===== src/rtl/mux16_pkg.sv =====
// Shared constants and state encoding for the 16-way round-robin mux select scheduler.
package mux16_pkg;
    localparam int N            = 16;
    localparam int SEL_W        = 4;
    localparam int MAX_HOLD_DEF = 8;

    typedef enum logic {
        IDLE  = 1'b0,
        GRANT = 1'b1
    } state_t;
endpackage


===== src/rtl/rr_pick.sv =====
// Rotate-priority encoder: first set bit of req scanning upward from ptr, wrapping N-1 -> 0.
module rr_pick #(
    parameter int N     = mux16_pkg::N,
    parameter int SEL_W = mux16_pkg::SEL_W
) (
    input  logic [N-1:0]     req,
    input  logic [SEL_W-1:0] ptr,
    output logic             any,
    output logic [SEL_W-1:0] idx
);
    logic [SEL_W-1:0] cand;

    // Scan from farthest to nearest so the nearest set bit is the last assignment.
    always_comb begin
        any  = 1'b0;
        idx  = ptr;
        cand = '0;
        for (int k = N - 1; k >= 0; k--) begin
            cand = ptr + SEL_W'(k);
            if (req[cand]) begin
                any = 1'b1;
                idx = cand;
            end
        end
    end
endmodule


===== src/rtl/mux16_rr_sched.sv =====
// Round-robin owner of the 16:1 mux select: grant hold with done/drop/timeout release,
// zero-gap handover and a registered copy of the selected data bit.
module mux16_rr_sched #(
    parameter int N        = mux16_pkg::N,
    parameter int SEL_W    = mux16_pkg::SEL_W,
    parameter int MAX_HOLD = mux16_pkg::MAX_HOLD_DEF
) (
    input  logic             clk,
    input  logic             rst_n,
    input  logic [N-1:0]     req,
    input  logic             done,
    input  logic [N-1:0]     in,
    output logic [SEL_W-1:0] sel,
    output logic [N-1:0]     gnt,
    output logic             gnt_valid,
    output logic             y
);
    import mux16_pkg::*;

    localparam logic [7:0]   HOLD_MAX = 8'(MAX_HOLD);
    localparam logic [N-1:0] ONE_HOT0 = {{(N-1){1'b0}}, 1'b1};

    state_t           state, state_nx;
    logic [SEL_W-1:0] ptr, ptr_nx, sel_nx;
    logic [7:0]       hold_cnt, hold_nx;
    logic [N-1:0]     pick_req;
    logic [SEL_W-1:0] pick_ptr, pick_idx;
    logic             pick_any;
    logic             timeout, rel;

    assign timeout = (hold_cnt == HOLD_MAX);
    assign rel     = (state == GRANT) && (done || !req[sel] || timeout);

    // While granted, the owner is masked out and the scan starts just past it.
    always_comb begin
        pick_req = req;
        pick_ptr = ptr;
        if (state == GRANT) begin
            pick_req = req & ~gnt;
            pick_ptr = sel + SEL_W'(1);
        end
    end

    rr_pick #(.N(N), .SEL_W(SEL_W)) u_pick (
        .req (pick_req),
        .ptr (pick_ptr),
        .any (pick_any),
        .idx (pick_idx)
    );

    always_comb begin
        state_nx = state;
        ptr_nx   = ptr;
        sel_nx   = sel;
        hold_nx  = hold_cnt;
        case (state)
            IDLE: begin
                if (pick_any) begin
                    state_nx = GRANT;
                    sel_nx   = pick_idx;
                    hold_nx  = 8'd1;
                end
            end
            GRANT: begin
                if (rel) begin
                    ptr_nx = sel + SEL_W'(1);
                    if (pick_any) begin
                        sel_nx  = pick_idx;
                        hold_nx = 8'd1;
                    end else if (timeout && req[sel]) begin
                        // A sole requester is regranted rather than starved.
                        hold_nx = 8'd1;
                    end else begin
                        state_nx = IDLE;
                        hold_nx  = 8'd0;
                    end
                end else if (!timeout) begin
                    hold_nx = hold_cnt + 8'd1;
                end
            end
            default: state_nx = IDLE;
        endcase
    end

    always_ff @(posedge clk or negedge rst_n) begin
        if (!rst_n) begin
            state     <= IDLE;
            ptr       <= '0;
            sel       <= '0;
            hold_cnt  <= '0;
            gnt       <= '0;
            gnt_valid <= 1'b0;
            y         <= 1'b0;
        end else begin
            state     <= state_nx;
            ptr       <= ptr_nx;
            sel       <= sel_nx;
            hold_cnt  <= hold_nx;
            gnt_valid <= (state_nx == GRANT);
            gnt       <= (state_nx == GRANT) ? (ONE_HOT0 << sel_nx) : '0;
            y         <= (state_nx == GRANT) ? in[sel_nx] : 1'b0;
        end
    end
endmodule


===== config.mk =====
export PLATFORM = sky130hd
export DESIGN_NAME = mux16_rr_sched
export DESIGN_NICKNAME = d
export VERILOG_FILES = /design/src/rtl/mux16_pkg.sv /design/src/rtl/rr_pick.sv /design/src/rtl/mux16_rr_sched.sv
export SDC_FILE = /design/constraint.sdc
export NUM_CORES = 1
export LEC_CHECK = 0
export ABC_CLOCK_PERIOD_IN_PS = 12800
export BUFFER_PORTS_ARGS = -buffer_cell sky130_fd_sc_hd__buf_2
export CORE_ASPECT_RATIO = 0.75
export CORE_UTILIZATION = 40
export DETAILED_ROUTE_END_ITERATION = 10
export PLACE_DENSITY_LB_ADDON = 0.2
export SLEW_MARGIN = 25
export SYNTH_ARGS = -nofsm -noshare
export SYNTH_HDL_FRONTEND = slang
export SYNTH_SLANG_ARGS = --single-unit

===== constraint.sdc =====
create_clock -name clk -period 12.8 [get_ports clk]
set_input_delay 2.56 -clock clk [delete_from_list [all_inputs] [get_ports clk]]
set_output_delay 2.56 -clock clk [all_outputs]
set_load 0.1 [all_outputs]

# Yosys cells after proc, flatten, opt, wreduce, memory -nomap -nowiden
# Index checks and enable logic that the tools add are counted.
# op_classes
addsub	17
n_lt_le_gt_ge	18
eq_ne	3
shifts	1
mux	86
bitwise_logic	3
n_reduce_logical	7
# op_table
cell	n
$lt A4 B5 Y1 const B	18
$mux W4	19
$bmux W1 S4	18
$mux W1	41
$add A4 B4 Y4 const B	8
$mux W16	2
$mux W8	3
$add A4 B3 Y4 const B	4
$and A16 B16 Y16	1
$not A16 Y16	1
$pmux W8 S2	1
$shl A1 B4 Y16 const A	1
$add A4 B1 Y4 const B	2
$add A4 B2 Y4 const B	2
$add A8 B1 Y8 const B	1
$eq A8 B4 Y1 const B	1
$pmux W4 S2	1
$reduce_and A2 Y1	2
$ne A3 B2 Y1 const B	1
$logic_and A1 B1 Y1	2
$logic_or A1 B1 Y1	2
$ne A2 B2 Y1 const B	1
$pmux W1 S2	1
$logic_not A1 Y1	1
$not A1 Y1	1
# word_totals
ff_bits	34
input_bits	35

# Depth between registers and ports, before layout
# logic_depth
word_depth	27
depth_mapped	21
mapped_depth_nobuf	18

# By module
# A second synthesis with hierarchy kept.
# hier_totals
cells_unflattened	430
area_unflattened_um2	4095.2
# by_module_without_submodules
module	n_inst	cells_per_inst	area_per_inst_um2	seq_area_each_um2
rr_pick	1	244	2193.4	0.0
mux16_rr_sched	1	186	1901.8	850.8

# Least setup slack after synthesis
# OpenSTA, ideal clock, no wires.
# synth_path
path_kind	input to register
startpoint	input port req[0]
endpoint	register y
setup_time_ns	0.124
arrival_ns	5.814
path_slack_ns	6.862
cell_stages	13
cell_sequence	a21boi_0 mux4_2 mux2i_1 mux2i_2 nor3_2 nand2_1 o211a_1 or3_1 and2_4 inv_4 mux2_4 a221o_1 a211o_1
# synth_between
elab_chain_cells	26
elab_cells_between_ends	84
classes_between	78 x mux; 1 x bitwise; 5 x reduce/logical
# synth_lines
element	line_no	rtl
start: declaration	mux16_rr_sched.sv:10	input logic [N-1:0] req,
$and A16 B16 Y16	mux16_rr_sched.sv:39	pick_req = req & ~gnt;
$mux W16	mux16_rr_sched.sv:38	if (state == GRANT) begin
$bmux W1 S4	rr_pick.sv:20	if (req[cand]) begin
$mux W1 (not written as such)	rr_pick.sv:20	
$mux W4 or $mux W1 (tied branches) (16 in a row)	rr_pick.sv:20	
$mux W4	mux16_rr_sched.sv:58, mux16_rr_sched.sv:67	
$mux W4	mux16_rr_sched.sv:65	if (rel) begin
$pmux W4 S2 *	mux16_rr_sched.sv:56	case (state)
net sel_nx[0]	mux16_rr_sched.sv:24	logic [SEL_W-1:0] ptr, ptr_nx, sel_nx;
$bmux W1 S4 *	mux16_rr_sched.sv:101	y <= (state_nx == GRANT) ? in[sel_nx] : 1'b0;
$mux W1 (not written as such) *	mux16_rr_sched.sv:101	
$mux W1 *	mux16_rr_sched.sv:101	
end signal: assignment	mux16_rr_sched.sv:101	
end: declaration	mux16_rr_sched.sv:16	output logic y
# The timed path passes the listed nets; every way through them passes the cells marked *. The select of a mux whose other input is x is not followed.
# A chain may end at the register's enable or synchronous reset.

# Worst setup path after layout
# layout_path
startpoint	register state
endpoint	register y
# layout_between
elab_chain_cells	26
elab_cells_between_ends	93
classes_between	15 x add/sub; 76 x mux; 1 x bitwise; 1 x reduce/logical
# layout_lines
element	line_no	rtl
start: declaration	mux16_rr_sched.sv:23	state_t state, state_nx;
start signal: assignment	mux16_rr_sched.sv:95	state <= state_nx;
$mux W4	mux16_rr_sched.sv:38	
$add A4 B4 Y4	rr_pick.sv:19	cand = ptr + SEL_W'(k);
$bmux W1 S4	rr_pick.sv:20	
$mux W1 (not written as such)	rr_pick.sv:20	
$mux W4 or $mux W1 (tied branches) (16 in a row)	rr_pick.sv:20	
$mux W4	mux16_rr_sched.sv:58, mux16_rr_sched.sv:67	
$mux W4	mux16_rr_sched.sv:65	
$pmux W4 S2	mux16_rr_sched.sv:56	
$bmux W1 S4	mux16_rr_sched.sv:101	
$mux W1 (not written as such)	mux16_rr_sched.sv:101	
$mux W1 *	mux16_rr_sched.sv:101	
# Mark *: on every way between the ends. The rest lies on a longest branch, timed or not. The select of a mux whose other input is x is not followed.

==> results.md <==
Critical path:
- The largest driver fanout on the critical path is 28.
- STA classifies the critical path endpoint as a flop.
- The cell family contributing the most delay on the critical path is compound AO/OA/AOI/OAI gates.
- The critical path contains buffers and inverters numbering 2 combined.
- In this design, the stage delay of the slowest critical-path cell is 0.65 ns.
- STA classifies the critical path startpoint as a flop.
- For the worst setup path, the data required time is 12.97 ns.
- Walking the worst path, the cells encountered are buf_4, and2b_1, nor2_8, inv_4, ha_1, mux4_2, mux2i_1, mux2i_2, nor4_4, o2111ai_2, o21a_1, o2111a_1, a21oi_1, o31ai_1, o21bai_1, a211o_1.
- Data on the critical path arrives at its endpoint at 6.95 ns.
- The critical path is of the reg2reg type.
- The slowest stage of the critical path belongs to the cell sky130_fd_sc_hd__ha_1.

Placement:
- Once placement finished, the instance area stood at 4660 um^2.
- Once placement completed, the tool counted placed cells totaling 653.
- The number of port buffers is 56.
- OpenSTA, run right after detailed placement, puts the worst setup slack at 5.98 ns.
- Routability-driven placement finished with a final weighted congestion of 1.01.
- The wire-length estimate of the detail-placed layout is 11,200 um.

Clocking:
- Buffers added to address setup during post-CTS repair amount to 0.
- The CTS root buffer is sky130_fd_sc_hd__clkbuf_16.
- The number of buffers on the longest clock path is 2.
- For this design, the CTS-stage hold fixing added 0 buffers.
- For the worst-skew pair, the clock arrives at the later sink with an insertion delay of 0.29 ns.
- The H-tree level count is 2.
- After clock tree synthesis, the clock-pin slew on the worst setup and hold paths is 0.06 ns.
- The TritonCTS clock tree is done.
- The number of clock buffers inserted by TritonCTS is 5.
- The number of cells upsized or downsized after cts is 0.
- The number of sinks on the clock net is 34.

Synthesis:
- In this run, synthesis inferred 0 flip-flops with an integrated enable.
- The most used flip-flop cell after synthesis is sky130_fd_sc_hd__dfrtp_1.
- The Yosys warning count is 0.
- Synthesis handed over a netlist of 480 instances.
- The area fraction in compound gates after synthesis is 23.1%.
- In this run the mean area of a mapped cell was 9.00 um^2.
- The synthesized netlist net count is 524.
- After synthesis, the largest family of logic cells by area is multiplexers.
- The part of the Yosys area used for sequential elements is 19.7%.
- After synthesis, the share of cell area in mux cells is 28.8%.
- Of all flip-flops after synthesis, the portion carrying an async set or reset was 100%.
- The synthesized netlist devotes 2.61% of its cell area to adder and majority cells.
- After synthesis, the netlist uses 82 different library cells.
- After Yosys synthesis, XOR and XNOR cells account for 4.00% of the synthesized area.
- After synthesis the netlist holds a flip-flop and latch count of 34.
- The post-synthesis simple-gate area fraction is 17.3%.
- In this run the cell area of the synthesized design comes to 4320 um^2.

Floorplan:
- The floorplan core area is 10,400 um^2.
- The number of cell rows is 32.
- The width of the chip is 122 um.
- In this run the count of I/O pins placed on the die edge is 57.
- Once the floorplan was initialized, standard cells occupied 41.5% of the core.
- The die outline height is 92.0 um.
- The area of the die is 11,200 um^2.

Route:
- The total via count in the routed design is 4,262.
- Wires add up to 14,400 um.
- The routed length per instance is 21.7 um.
- The number of optimization iterations in the first detailed-route pass is 5.
- After detailed routing, the number of vias per cell comes to 6.45.
- The number of DRC violations after detailed routing is 0.
- The DRC violation total after the first TritonRoute iteration is 466.
- The remaining antenna violation count is 0.

Layout:
- The layout cell share with drive strength beyond 1 is 24.6%.
- In the final layout, flip-flops and latches occupy 851 um^2.
- The relative area change from synthesis to final layout is 12.3%.
- The multi-input combinational cells in the finished layout cover a total of 3280 um^2.
- The final net count is 568.
- The number of antenna repair diodes is 0.
- The non-filler instance count after layout is 661.
- The number of filler cells placed in the layout is 1,039.
- The finished layout cell area is 4850 um^2.

Global route:
- The first-pass GRT wire length is 22,600 um.
- Global routing used 26.8% of the available tracks across all layers.
- The overall overflow remaining after global route is 0.
- The via count of the first global-routing pass was 4,026.
- The initial antenna violation count is 0.
- The largest net degree at the start of global routing is 35.

Timing:
- Between clock sinks in the finished design, the worst skew comes to 0.00242 ns.
- For this run, the top clock speed supported by timing is 148 MHz.
- At the pin with the least slew margin, the transition time is 0.969 ns.
- The number of setup violations in the final report is 0.
- The count of pins over their slew limit came to 0.
- The normalized max-slew margin is 34.9%.
- The final critical path takes up 52.9% of the cycle.
- The final hold violation count is 0.
- Setup slack on the critical path of the routed design comes to 6.02 ns.
- Setup repair after global routing left no endpoint under its margin.
- The shortest clock period the worst path allows after layout is 6.78 ns.
- The setup TNS is 0 ns.

Job:
- The max capacitance violation total is 0.

Worst hold path:
- The path class of the tightest hold or removal check is reg2reg.

Outcome:
- The flow ran to the end, and the final reports show no timing, DRC or antenna violations.
## logic make-up (layout without fill, tap and decap cells)
logic type,count (synthesis),after routing
and+or+nand+nor,151,151
DFF,34,34
buffers and inverters,36,81
xor gates and xnor gates,15,15
muxes,94,94
AOI/OAI and AO/OA,141,141
adders and majority gates,9,9
## area by class of cell
cell class / instances / area share (%)
Timing Repair Buffer: 58 / 6.08
Multi-Input combinational cell: 410 / 67.5
Tap cell: 136 / 3.51
Clock buffer: 5 / 2.58
Inverter: 15 / 1.37
Sequential cell: 34 / 17.5
Clock inverter: 3 / 1.42
## synthesized netlist by cell type (4+ instances only)
library cell | instances | area share (%)
sky130_fd_sc_hd__mux4_2 | 17 | 8.9
sky130_fd_sc_hd__a221oi_1 | 4 | 0.81
sky130_fd_sc_hd__o22ai_1 | 4 | 0.58
sky130_fd_sc_hd__a31oi_1 | 6 | 0.87
sky130_fd_sc_hd__dfrtp_1 | 34 | 20
sky130_fd_sc_hd__nor3_1 | 12 | 1.4
sky130_fd_sc_hd__clkbuf_1 | 7 | 0.61
sky130_fd_sc_hd__buf_2 | 4 | 0.46
sky130_fd_sc_hd__o31ai_1 | 5 | 0.87
sky130_fd_sc_hd__mux2_2 | 17 | 4.4
sky130_fd_sc_hd__mux2i_1 | 53 | 12
sky130_fd_sc_hd__a21oi_1 | 22 | 2.5
sky130_fd_sc_hd__o311ai_0 | 4 | 0.81
sky130_fd_sc_hd__nand2_1 | 37 | 3.2
sky130_fd_sc_hd__o211a_1 | 4 | 0.93
sky130_fd_sc_hd__buf_6 | 4 | 1.0
sky130_fd_sc_hd__nand2b_1 | 7 | 1.0
sky130_fd_sc_hd__nand3_1 | 17 | 2.0
sky130_fd_sc_hd__inv_4 | 4 | 0.58
sky130_fd_sc_hd__inv_1 | 10 | 0.87
sky130_fd_sc_hd__and3_1 | 4 | 0.58
sky130_fd_sc_hd__a21boi_1 | 8 | 1.4
sky130_fd_sc_hd__a21boi_0 | 13 | 2.3
sky130_fd_sc_hd__ha_1 | 9 | 2.6
sky130_fd_sc_hd__xnor2_1 | 9 | 1.8
sky130_fd_sc_hd__nor2_1 | 51 | 4.4
sky130_fd_sc_hd__o21ai_0 | 30 | 3.5
## state kept, by name, indices dropped and copies added, names as in the netlist
name	flops
sel	4
gnt	16
ptr	4
hold_cnt	8
y	1
state	1
## cells in the final DEF (no fill, tap or decap), drive strengths merged, types with 7 or more instances in the layout
cell type  instances
nor3              13
a21oi             24
mux4              19
nor2              52
a21boi            21
o21ai             32
nand3             19
nand2             37
mux2              18
ha                 9
mux2i             57
dfrtp             34
buf               58
inv               15
nand2b             7
xnor2             12
## layer usage
metal	GRT usage (%)	up-vias	share of wire, %	wire length (um)
li1	-	1923	-	-
met1	39.9	2080	45	6530
met2	37.7	230	41	5940
met3	7.34	29	11	1620
met4	6.28	0	1.9	267
met5	0	-	0	0
## metrics by stage
stage,hold WS (ns),utilization [%]
after global placement,0.470,44.8
final,0.486,46.6
after floorplan,0.438,-
after global routing,0.523,46.6
after detailed placement,0.477,44.8
after CTS,0.489,46.6
## final timing paths
kind | startpoint | end | slack (ns) | cells past startpoint
worst max-delay path | state | y | 6.02 | 16
worst min-delay path | hold_cnt[7] | hold_cnt[7] | 0.49 | 1
worst max register to register | state | y | 6.02 | 16
worst min register to register | hold_cnt[7] | hold_cnt[7] | 0.49 | 1
max in group asynchronous | rst_n | hold_cnt[2] | 9.98 | 1
min in group asynchronous | rst_n | y | 2.34 | 1
Power is left out: the tool's default activity adds up to more than one toggle a clock period on the data nets, which glitch-free logic cannot reach.
